==> src/rtl/restoring_divider.sv <==
// restoring_divider
// Sequential unsigned 8-bit by 4-bit restoring divider. It resolves one
// quotient bit per clock with a single 5-bit trial subtraction, so a
// nonzero-divisor operation takes 8 RUN cycles plus one DONE cycle.
// A zero divisor skips RUN and reports quotient 8'hFF, remainder 0 and
// the div_by_zero flag.
//
// Ports:
//   clk          single clock, rising edge
//   rst          asynchronous active-high reset
//   start        request, sampled only in IDLE
//   dividend     8-bit unsigned dividend, captured on accept
//   divisor      4-bit unsigned divisor, captured on accept
//   quotient     registered quotient, updated on entry to DONE
//   remainder    registered remainder, updated on entry to DONE
//   busy         high while iterating (RUN)
//   done         one-cycle pulse in DONE
//   div_by_zero  registered flag: last result had a zero divisor
module restoring_divider (
  input  logic       clk,
  input  logic       rst,
  input  logic       start,
  input  logic [7:0] dividend,
  input  logic [3:0] divisor,
  output logic [7:0] quotient,
  output logic [3:0] remainder,
  output logic       busy,
  output logic       done,
  output logic       div_by_zero
);

  typedef enum logic [1:0] {
    IDLE = 2'd0,
    RUN  = 2'd1,
    DONE = 2'd2
  } state_t;

  state_t     state;
  state_t     state_next;

  logic [4:0] pr;
  logic [7:0] q;
  logic [3:0] d;
  logic [2:0] cnt;

  logic       accept;
  logic [4:0] shifted;
  logic [5:0] diff;
  logic [4:0] pr_next;
  logic [7:0] q_next;

  assign accept = (state == IDLE) && start;

  // One restoring step. pr stays below d (<= 14), so pr[4] is always 0;
  // including it in the subtraction leaves the result unchanged and keeps
  // the full partial-remainder register in use. diff[5] is the borrow.
  always_comb begin
    shifted = {pr[3:0], q[7]};
    diff    = {pr, q[7]} - {2'b00, d};
    pr_next = diff[4:0];
    q_next  = {q[6:0], 1'b1};
    if (diff[5]) begin
      pr_next = shifted;
      q_next  = {q[6:0], 1'b0};
    end
  end

  always_ff @(posedge clk or posedge rst) begin
    if (rst) begin
      state <= IDLE;
    end else begin
      state <= state_next;
    end
  end

  always_comb begin
    state_next = state;
    case (state)
      IDLE: begin
        if (start) begin
          state_next = (divisor == 4'd0) ? DONE : RUN;
        end
      end
      RUN: begin
        if (cnt == 3'd7) begin
          state_next = DONE;
        end
      end
      DONE:    state_next = IDLE;
      default: state_next = IDLE;
    endcase
  end

  // Datapath and result registers. Results only change on entry to DONE,
  // either from the last RUN iteration or directly on a zero divisor.
  always_ff @(posedge clk or posedge rst) begin
    if (rst) begin
      pr          <= 5'd0;
      q           <= 8'd0;
      d           <= 4'd0;
      cnt         <= 3'd0;
      quotient    <= 8'h00;
      remainder   <= 4'h0;
      div_by_zero <= 1'b0;
    end else if (accept) begin
      pr  <= 5'd0;
      q   <= dividend;
      d   <= divisor;
      cnt <= 3'd0;
      if (divisor == 4'd0) begin
        quotient    <= 8'hFF;
        remainder   <= 4'h0;
        div_by_zero <= 1'b1;
      end
    end else if (state == RUN) begin
      pr  <= pr_next;
      q   <= q_next;
      cnt <= cnt + 3'd1;
      if (cnt == 3'd7) begin
        quotient    <= q_next;
        remainder   <= pr_next[3:0];
        div_by_zero <= 1'b0;
      end
    end
  end

  assign busy = (state == RUN);
  assign done = (state == DONE);

endmodule

==> config.mk <==
export PLATFORM = sky130hd
export DESIGN_NAME = restoring_divider
export DESIGN_NICKNAME = d
export VERILOG_FILES = /design/src/rtl/restoring_divider.sv
export SDC_FILE = /design/constraint.sdc
export NUM_CORES = 1
export LEC_CHECK = 0
export ABC_AREA = 1
export CORE_MARGIN = 1.5
export CORE_UTILIZATION = 35
export DETAILED_ROUTE_END_ITERATION = 8
export PLACE_DENSITY = 0.54
export RECOVER_POWER = 100
export SLEW_MARGIN = 20
export SYNTH_ARGS = -nofsm -noshare
export SYNTH_HDL_FRONTEND = slang
export SYNTH_SLANG_ARGS = --single-unit
==> constraint.sdc <==
create_clock -name clk -period 2.08 [get_ports clk]
set_input_delay 0.416 -clock clk [delete_from_list [all_inputs] [get_ports clk]]
set_output_delay 0.416 -clock clk [all_outputs]
set_load 0.01 [all_outputs]
Yosys cells after proc, flatten, opt, wreduce, memory -nomap -nowiden
Index checks and enable logic that the tools add are counted.

storage, ports and cells
  register bits after elaboration = 35
  input bits = 15
  output and inout port bits = 15

operators by class
  add/subtract/negate cells = 2
  equality and inequality tests = 6
  multiplexer cells = 24
  reduce and logical (&&, ||, !) cells = 7

operators by type and width
  operator             number
  $mux 8               6
  $mux 4               4
  $mux 5               3
  $mux 2               3
  $mux 3               2
  $sub 6x4->6          1
  $mux 1               5
  $logic_not 4->1      1
  $ne 2x1->1 const B   2
  $pmux 2 s2           1
  $reduce_bool 2->1    2
  $add 3x1->3 const B  1
  $eq 3x3->1 const B   1
  $reduce_and 3->1     1
  $eq 2x1->1 const B   1
  $eq 2x2->1 const B   1
  $logic_not 2->1      1
  $ne 2x2->1 const B   1
  $reduce_and 2->1     1
  $logic_and 1x1->1    1

Logic depth before layout (Yosys ltp)
Gate-level depths: netlist of run 1.

  depth in word-level cells = 5
  gate-level depth with buffers = 12

Least setup slack after synthesis of run 1
Ideal clock, no wire load.

  path type = register to register
  start point = register q[7]
  end point = register pr[4]
  library setup time = 0.117 ns
  arrival time = 1.448 ns
  data required time = 1.963 ns
  path slack = 0.516 ns
  cell stages (with the launch flop) = 12
  clock period less this slack = 1.564 ns
  cells stage by stage = dfrtp_1 > inv_1 > ha_1 > inv_1 > fa_1 > nand3_1 > nand2_1 > xnor2_1 > nand3_1 > nand2_1 > nand2_1 > nand2_1

between the ends
  cells in the longest elaborated chain, start to end = 4

RTL lines
  element                 RTL line  source
  start, declared         42        logic [7:0] q;
  start signal, assigned  107       q <= dividend;
  start signal, assigned  117       q <= q_next;
  $sub 6x4->6             59        diff = {pr, q[7]} - {2'b00, d};
  $mux 5                  62        if (diff[5]) begin
  $mux 5                  115       end else if (state == RUN) begin
  $mux 5                  105       end else if (accept) begin
  end signal, assigned    116       pr <= pr_next;
  end, declared           41        logic [4:0] pr;

Every way passes these cells. The select of a mux whose other input is x is not followed.
A chain may end at the register's enable or synchronous reset.

Final worst setup path of run 1
  start point = register state[1]
  end point = output done

between the ends
  cells in the longest elaborated chain, start to end = 1

RTL lines
  element                 RTL line  source
  start, declared         38        state_t state;
  start signal, assigned  72        state <= state_next;
  $eq 2x2->1              128       assign done = (state == DONE);
  end, declared           28        output logic done,

Every way passes these cells.

==> qor.txt, run 1 <==
====================================================================================================
Number of instances in the synthesized netlist                                                   201
Internal power                                                                               2.02 mW
Proportion of layout cells with a drive suffix above 1                                         6.36%
First element of the critical path                                                          state[1]
Count of unresolved DRC violations after routing                                                   0
Count of different cell masters after synthesis                                                   28
Detailed-placement wirelength estimate                                                       2830 um
CTS Buffer Depth                                                                                   2
CTS hold repair buffers                                                                            0
Iteration-0 DRC Markers                                                                           97
Total of flip-flops plus latches after synthesis                                                  35
Antenna Violating Nets Remaining                                                                   0
Biggest area contributors in the synthesized netlist                                    sky130_fd_sc_hd__dfrtp_1, sky130_fd_sc_hd__nand2_1, sky130_fd_sc_hd__nand3_1
Initial antenna violation count                                                                    0
Standby leakage power                                                                        1.08 nW
Setup violations, final                                                                            0
Critical path required time                                                                  1.66 ns
Routed wire per std cell                                                                     12.5 um
Sequential area share after synthesis                                                          50.2%
Time the worst path needs with I/O delays and setup                                          1.93 ns
TritonRoute pass-1 iters                                                                           4
Category of the worst setup path launch point                                               register
Switching share of power                                                                       44.3%
Total number of vias                                                                           1,426
Post-Route WL                                                                                3780 um
Die Outline Area                                                                            5420 um2
Worst slew margin relative to its limit                                                        42.3%
Post-synth EDFFs                                                                                   0
Number of vias per cell                                                                         4.71
Overall global routing resource usage                                                          15.7%
Unrepaired setup endpoints after global routing                                                   no
Number of buffers inserted by port buffering                                                      29
Switch Pwr                                                                                   1.60 mW
Max VDD drop                                                                              0.000757 V
Mapped Avg Cell Area                                                                        8.68 um2
P&R area growth vs syn                                                                         24.2%
Combinational power share                                                                      54.4%
Clock Skew                                                                                0.00569 ns
Tightest Pin Transition                                                                     0.866 ns
Core area                                                                                   4750 um2
Post-Syn Area                                                                               1740 um2
Most common flop cell mapped by yosys                                                   sky130_fd_sc_hd__dfrtp_1
Sinks on Clock Net                                                                                35
Count of antenna diodes in the layout                                                              0
Net count after synthesis                                                                        223
Bufs and invs on worst path                                                                        2
Ratio of total power to cell area                                                        1670 nW/um2
Relative contribution of sequential cells to total power                                       32.6%
Cell class contributing the biggest share of worst-path delay                           buffers and inverters
Post-synthesis cell type with the largest combined area                                 sky130_fd_sc_hd__dfrtp_1
Largest fanout on the critical path                                                                2
Final-report max-slew violation count                                                              0
Max-cap violations                                                                                 0
H-tree depth                                                                                       2
Count leader, synth                                                                     sky130_fd_sc_hd__nand2_1
Global-route wire length before repair                                                       6440 um
Clock-pin slew reported for the worst setup and hold paths after clock tree synthesis        0.07 ns
Starting density of the core                                                                   36.7%
Number of global-route vias before repair                                                      1,435
Data arrival time of the critical path                                                       1.52 ns
CP cell instances                                                                       inv_2 -> nor2_1 -> dlygate4sd3_1
Startpoint of the worst register-to-register path                                              pr[2]
Count of standard-cell rows                                                                       25
Routability cong.                                                                              0.787
Worst path max stage delay                                                                   0.62 ns
Number of inserted filler cells in the final layout                                              497
Utilization of the core after routing                                                          45.6%
TritonCTS clock tree                                                                           built
Slowest cell on the critical path                                                       sky130_fd_sc_hd__dlygate4sd3_1
Endpoints failing hold                                                                             0
I/O pin count                                                                                     30
Timing-limited maximum frequency                                                             518 MHz
Crit path kind                                                                          register to output port
Root Driver                                                                             sky130_fd_sc_hd__clkbuf_8
Post-CTS Setup Repair Bufs                                                                         0
Warning count from the yosys run                                                                   0
Result of the run                                                                       finished, final reports clean
Largest net degree at the start of global routing                                                 36
Clock group share of total power                                                               13.0%
Hold Crit Class                                                                         register to register
Number of buffers created by CTS                                                                   5
Clock latency at the later pin of the worst-skew pair                                        0.28 ns
Die width                                                                                    73.6 um
Share of Yosys cell area claimed by the top area cell type                                     50.2%
Final clock period utilization by the worst path                                               92.9%
Fraction of registers with async set/reset                                                      100%
Gates resized, CTS repair                                                                          0
Most common library cells after synthesis                                               sky130_fd_sc_hd__nand2_1, sky130_fd_sc_hd__dfrtp_1, sky130_fd_sc_hd__inv_1
Final #Nets                                                                                      257
Startpoint of the worst hold path                                                       remainder[0]
Critical path endpoint category                                                          output port
Final total negative setup slack                                                                0 ns
Vertical die dimension                                                                       73.6 um
Remaining global-route overflow                                                                    0
====================================================================================================
==> final cells by class <==
type / instances / area [um2] / share of cell area [%]
tap: 67 / 83.8 / 3.87
timing repair buffer: 32 / 308 / 14.2
sequential: 35 / 876 / 40.4
clock buffer: 7 / 76.3 / 3.52
clock inverter: 1 / 5.00 / 0.231
inverter: 32 / 123 / 5.66
multi-input combinational: 129 / 696 / 32.1
==> sequential cells by signal (all words and copies together), names as in the netlist <==
| signal | flops |
|---|---|
| cnt | 3 |
| d | 4 |
| div_by_zero | 1 |
| pr | 5 |
| q | 8 |
| quotient | 8 |
| remainder | 4 |
| state | 2 |
==> power groups by stage <==
stage / Clock (mW) / Sequential [mW] / Combinational (mW)
after global placement: 0 / 1.20 / 2.04
after global routing: 0.513 / 1.22 / 2.25
after detailed placement: 0 / 1.20 / 2.05
final: 0.469 / 1.18 / 1.97
after CTS: 0.485 / 1.19 / 2.06
after floorplan: 0 / 1.20 / 1.44
==> cell families after synthesis <==
| family | synth area share [%] |
|---|---|
| xor gates and xnor gates | 1.00 |
| buffers and inverters | 8.90 |
| DFF | 50.2 |
| and+or+nand+nor | 23.3 |
| adders and majority gates | 5.45 |
| AOI/OAI and AO/OA | 11.1 |
==> per-layer routing <==
metal / routed length (um) / vias up / global-route usage [%]
li1: - / 727 / -
met1: 1860 / 663 / 21.7
met2: 1740 / 32 / 24.2
met3: 139 / 4 / 3.29
met4: 36 / 0 / 5.97
met5: 0 / - / 0
==> worst paths after layout <==
path                       cells past startpoint  slack [ns]            to
max in group asynchronous                      3        0.71          q[3]
max                                            3        0.15          done
min in group asynchronous                      3        0.83   quotient[0]
min reg2reg                                    2        0.48  remainder[0]
min                                            2        0.48  remainder[0]
max reg2reg                                   10        0.26         pr[1]
==> layout by cell type (no fill, tap or decap), types with 3 or more instances in the layout <==
master / instances
sky130_fd_sc_hd__clkdlybuf4s50_1: 13
sky130_fd_sc_hd__nand4_1: 3
sky130_fd_sc_hd__clkbuf_8: 5
sky130_fd_sc_hd__a31oi_1: 8
sky130_fd_sc_hd__o22ai_1: 7
sky130_fd_sc_hd__dfrtp_1: 35
sky130_fd_sc_hd__nor2_1: 10
sky130_fd_sc_hd__a21oi_1: 7
sky130_fd_sc_hd__nand3_1: 23
sky130_fd_sc_hd__o21ai_0: 8
sky130_fd_sc_hd__ha_1: 6
sky130_fd_sc_hd__dlygate4sd3_1: 16
sky130_fd_sc_hd__inv_1: 29
sky130_fd_sc_hd__nand2_1: 48
==> worst reg2reg max path, cell delays in order, from the launching register on <==
cell	delay, ns
sky130_fd_sc_hd__dfrtp_1	0.40
sky130_fd_sc_hd__ha_1	0.35
sky130_fd_sc_hd__inv_1	0.07
sky130_fd_sc_hd__nor2_1	0.13
sky130_fd_sc_hd__nand3_1	0.13
sky130_fd_sc_hd__nand3_1	0.11
sky130_fd_sc_hd__nand2_1	0.16
sky130_fd_sc_hd__nand3_1	0.11
sky130_fd_sc_hd__nand2_1	0.09
sky130_fd_sc_hd__nand3_1	0.09
sky130_fd_sc_hd__nand2_1	0.07
==> stage by stage <==
stage	power, mW	worst slack (ns)	cells	hold WS, ns	cell area, um2
6_report	3.62	0.148	303	0.483	2170
5_1_grt	3.99	0.0626	303	0.497	2170
4_1_cts	3.74	0.133	303	0.491	2190
3_5_place_dp	3.25	0.291	295	0.472	2110
3_3_place_gp	3.24	0.292	295	0.471	2110
2_1_floorplan	2.64	0.516	201	0.453	1740
(Power assumes the default switching activity.)
==> run 2, diff against run 1 <==
Settings changed: DONT_BUFFER_PORTS set to 1, PLACE_DENSITY 0.54 to 0.46.
==> qor.txt, run 2 (synthesized netlist as in run 1, its figures left out) <==
====================================================================================================
Sinks on Clock Net                                                                                35   unchanged
Number of buffers created by CTS                                                                   5   unchanged
CTS hold repair buffers                                                                            0   unchanged
Overall global routing resource usage                                                          15.8%   was 15.7%
Met3 track demand over resource in global routing                                              5.49%   was 3.29%
Post-Route WL                                                                                3820 um   was 3780 um
Category of the worst setup path launch point                                               register   unchanged
Area of the multi-input gates                                                                689 um2   was 696 um2
Ratio of total power to cell area                                                        1860 nW/um2   was 1670 nW/um2
Result of the run                                                                       finished, violations left   was finished, final reports clean
Critical path required time                                                                  2.27 ns   was 1.66 ns
Violations in the final reports                                                          hold timing
Switching share of power                                                                       45.5%   was 44.3%
Relative contribution of sequential cells to total power                                       35.6%   was 32.6%
GR met2 Demand/Resource                                                                        24.4%   was 24.2%
Vertical die dimension                                                                       73.6 um   unchanged
Max VDD drop                                                                              0.000605 V   was 0.000757 V
Endpoints failing hold                                                                             9   was 0
Placed Area                                                                                 1830 um2   was 2110 um2
Unrepaired setup endpoints after global routing                                                   no   unchanged
Routability cong.                                                                              0.834   was 0.787
Worst-case setup slack after placement                                                      0.311 ns   was 0.291 ns
Remaining global-route overflow                                                                    0   unchanged
H-tree depth                                                                                       2   unchanged
Gates resized, CTS repair                                                                          0   unchanged
Root Driver                                                                             sky130_fd_sc_hd__clkbuf_8   unchanged
Number of vias per cell                                                                         4.74   was 4.71
Tightest Pin Transition                                                                      1.38 ns   was 0.866 ns
Post-Route Hold Slack                                                                     -0.0301 ns   was 0.483 ns
Clock group share of total power                                                               15.8%   was 13.0%
Detailed-placement wirelength estimate                                                       2900 um   was 2830 um
CTS Buffer Depth                                                                                   2   unchanged
Largest net degree at the start of global routing                                                 27   was 36
Global-route wire length before repair                                                       6260 um   was 6440 um
Clock-pin slew reported for the worst setup and hold paths after clock tree synthesis        0.08 ns   was 0.07 ns
Max-cap violations                                                                                 0   unchanged
Timing-limited maximum frequency                                                             558 MHz   was 518 MHz
Internal power                                                                               1.92 mW   was 2.02 mW
Initial antenna violation count                                                                    0   unchanged
Die Outline Area                                                                            5420 um2   unchanged
Routing layer with the top usage in global route                                                met2   unchanged
Most used cells in the layout excluding fill and tap cells                              sky130_fd_sc_hd__nand2_1, sky130_fd_sc_hd__dfrtp_1, sky130_fd_sc_hd__inv_1   unchanged
Final-report max-slew violation count                                                              0   unchanged
Routed wire per std cell                                                                     13.9 um   was 12.5 um
P&R area growth vs syn                                                                         8.46%   was 24.2%
Registers with the most flip-flops                                                      q: 8 flops, quotient: 8 flops, pr: 5 flops   unchanged
Setup violations, final                                                                            0   unchanged
Standby leakage power                                                                       0.968 nW   was 1.08 nW
Core area                                                                                   4750 um2   unchanged
Crit path kind                                                                          register to register   was register to output port
TritonRoute pass-1 iters                                                                           4   unchanged
Sequential cell area                                                                         876 um2   unchanged
Worst slew margin relative to its limit                                                        8.21%   was 42.3%
Proportion of layout cells with a drive suffix above 1                                         7.73%   was 6.36%
Die width                                                                                    73.6 um   unchanged
I/O pin count                                                                                     30   unchanged
Data arrival time of the critical path                                                       1.98 ns   was 1.52 ns
Number of buffers inserted by port buffering                                                       0   was 29
Largest fanout on the critical path                                                                7   was 2
Number of inserted filler cells in the final layout                                              515   was 497
Count of unresolved DRC violations after routing                                                   0   unchanged
Count of standard-cell rows                                                                       25   unchanged
Final #Nets                                                                                      228   was 257
Final total negative setup slack                                                                0 ns   unchanged
Hold Crit Class                                                                         input port to asynchronous set/reset pin   was register to register
Final clock period utilization by the worst path                                               86.1%   was 92.9%
Met1 Usage GRT                                                                                 20.4%   was 21.7%
Post-CTS Setup Repair Bufs                                                                         0   unchanged
TritonCTS clock tree                                                                           built   unchanged
Leading cell type in the layout, fill and taps excluded                                 sky130_fd_sc_hd__nand2_1   unchanged
Worst setup margin                                                                          0.288 ns   was 0.148 ns
Combinational power share                                                                      48.6%   was 54.4%
Antenna Violating Nets Remaining                                                                   0   unchanged
Total number of vias                                                                           1,298   was 1,426
Switch Pwr                                                                                   1.60 mW   about the same
Design Area, Final                                                                          1890 um2   was 2170 um2
Clock latency at the later pin of the worst-skew pair                                        0.29 ns   was 0.28 ns
Clock Skew                                                                                0.00917 ns   was 0.00569 ns
Iteration-0 DRC Markers                                                                           98   was 97
Time the worst path needs with I/O delays and setup                                          1.79 ns   was 1.93 ns
Number of global-route vias before repair                                                      1,267   was 1,435
Critical path endpoint category                                                             register   was output port
Starting density of the core                                                                   36.7%   unchanged
Count of antenna diodes in the layout                                                              0   unchanged
====================================================================================================
==> run 2: cell count changes in the layout (fill, tap and decap cells not counted), sizes merged <==
cell,before,now
clkdlybuf4s50,13,0
clkinv,1,0
clkinvlp,0,1
dlygate4sd3,16,0
==> run 2: through the flow <==
| step | power [mW] | cells | hold slack, ns | util [%] |
|---|---|---|---|---|
| 6_report | 3.52 | 274 | -0.0301 | 39.8 |
| 5_1_grt | 3.87 | 274 | -0.00768 | 39.8 |
| 4_1_cts | 3.61 | 274 | 0.00398 | 40.7 |
| 3_5_place_dp | 3.05 | 266 | 0.318 | 38.5 |
| 3_3_place_gp | 3.00 | 266 | 0.324 | 38.5 |
| 2_1_floorplan | 2.64 | 201 | 0.453 | - |
==> run 2: area by class of cell <==
cell class,instances,share of cell area (%)
flip-flops and latches,35,46.3
multi-input cells,129,36.4
inverters,32,6.48
clock buffers,7,5.09
well taps,67,4.43
repair buffers,3,0.860
clock inverters,1,0.397
==> run 2: worst max-delay path: stages (launching register included) <==
cell and delay [ns]:
sky130_fd_sc_hd__dfrtp_1 0.41, sky130_fd_sc_hd__ha_1 0.36, sky130_fd_sc_hd__inv_1 0.10, sky130_fd_sc_hd__nor2_2 0.04, sky130_fd_sc_hd__nand3_1 0.12, sky130_fd_sc_hd__nand4_1 0.25, sky130_fd_sc_hd__nand3_1 0.17, sky130_fd_sc_hd__nand2_1 0.10
sky130_fd_sc_hd__nand3_1 0.08, sky130_fd_sc_hd__nand2_1 0.06
==> run 2: power groups by stage <==
stage | clock network, mW | logic, mW | registers [mW]
floorplan | 0 | 1.44 | 1.20
detailed placement | 0 | 1.77 | 1.28
finish | 0.558 | 1.71 | 1.25
global placement | 0 | 1.74 | 1.27
CTS | 0.571 | 1.77 | 1.27
global route | 0.596 | 1.98 | 1.30
==> run 2: path summary, 6_finish.rpt <==
path,slack [ns],cells past startpoint,to,startpoint
min,-0.03,1,remainder[0],rst
max in group asynchronous,0.51,2,div_by_zero,rst
min in group clk,0.29,2,q[0],dividend[0]
min reg2reg,0.50,2,d[3],d[3]
max reg2reg,0.29,9,pr[0],pr[2]
max,0.29,9,pr[0],pr[2]
==> run 2: routing by layer <==
| layer | up-vias | part of all wire [%] | routed length, um |
|---|---|---|---|
| met5 | - | 0 | 0 |
| met4 | 0 | 1.4 | 55 |
| met3 | 6 | 3.5 | 134 |
| met2 | 18 | 47 | 1790 |
| met1 | 604 | 48 | 1840 |
| li1 | 670 | - | - |
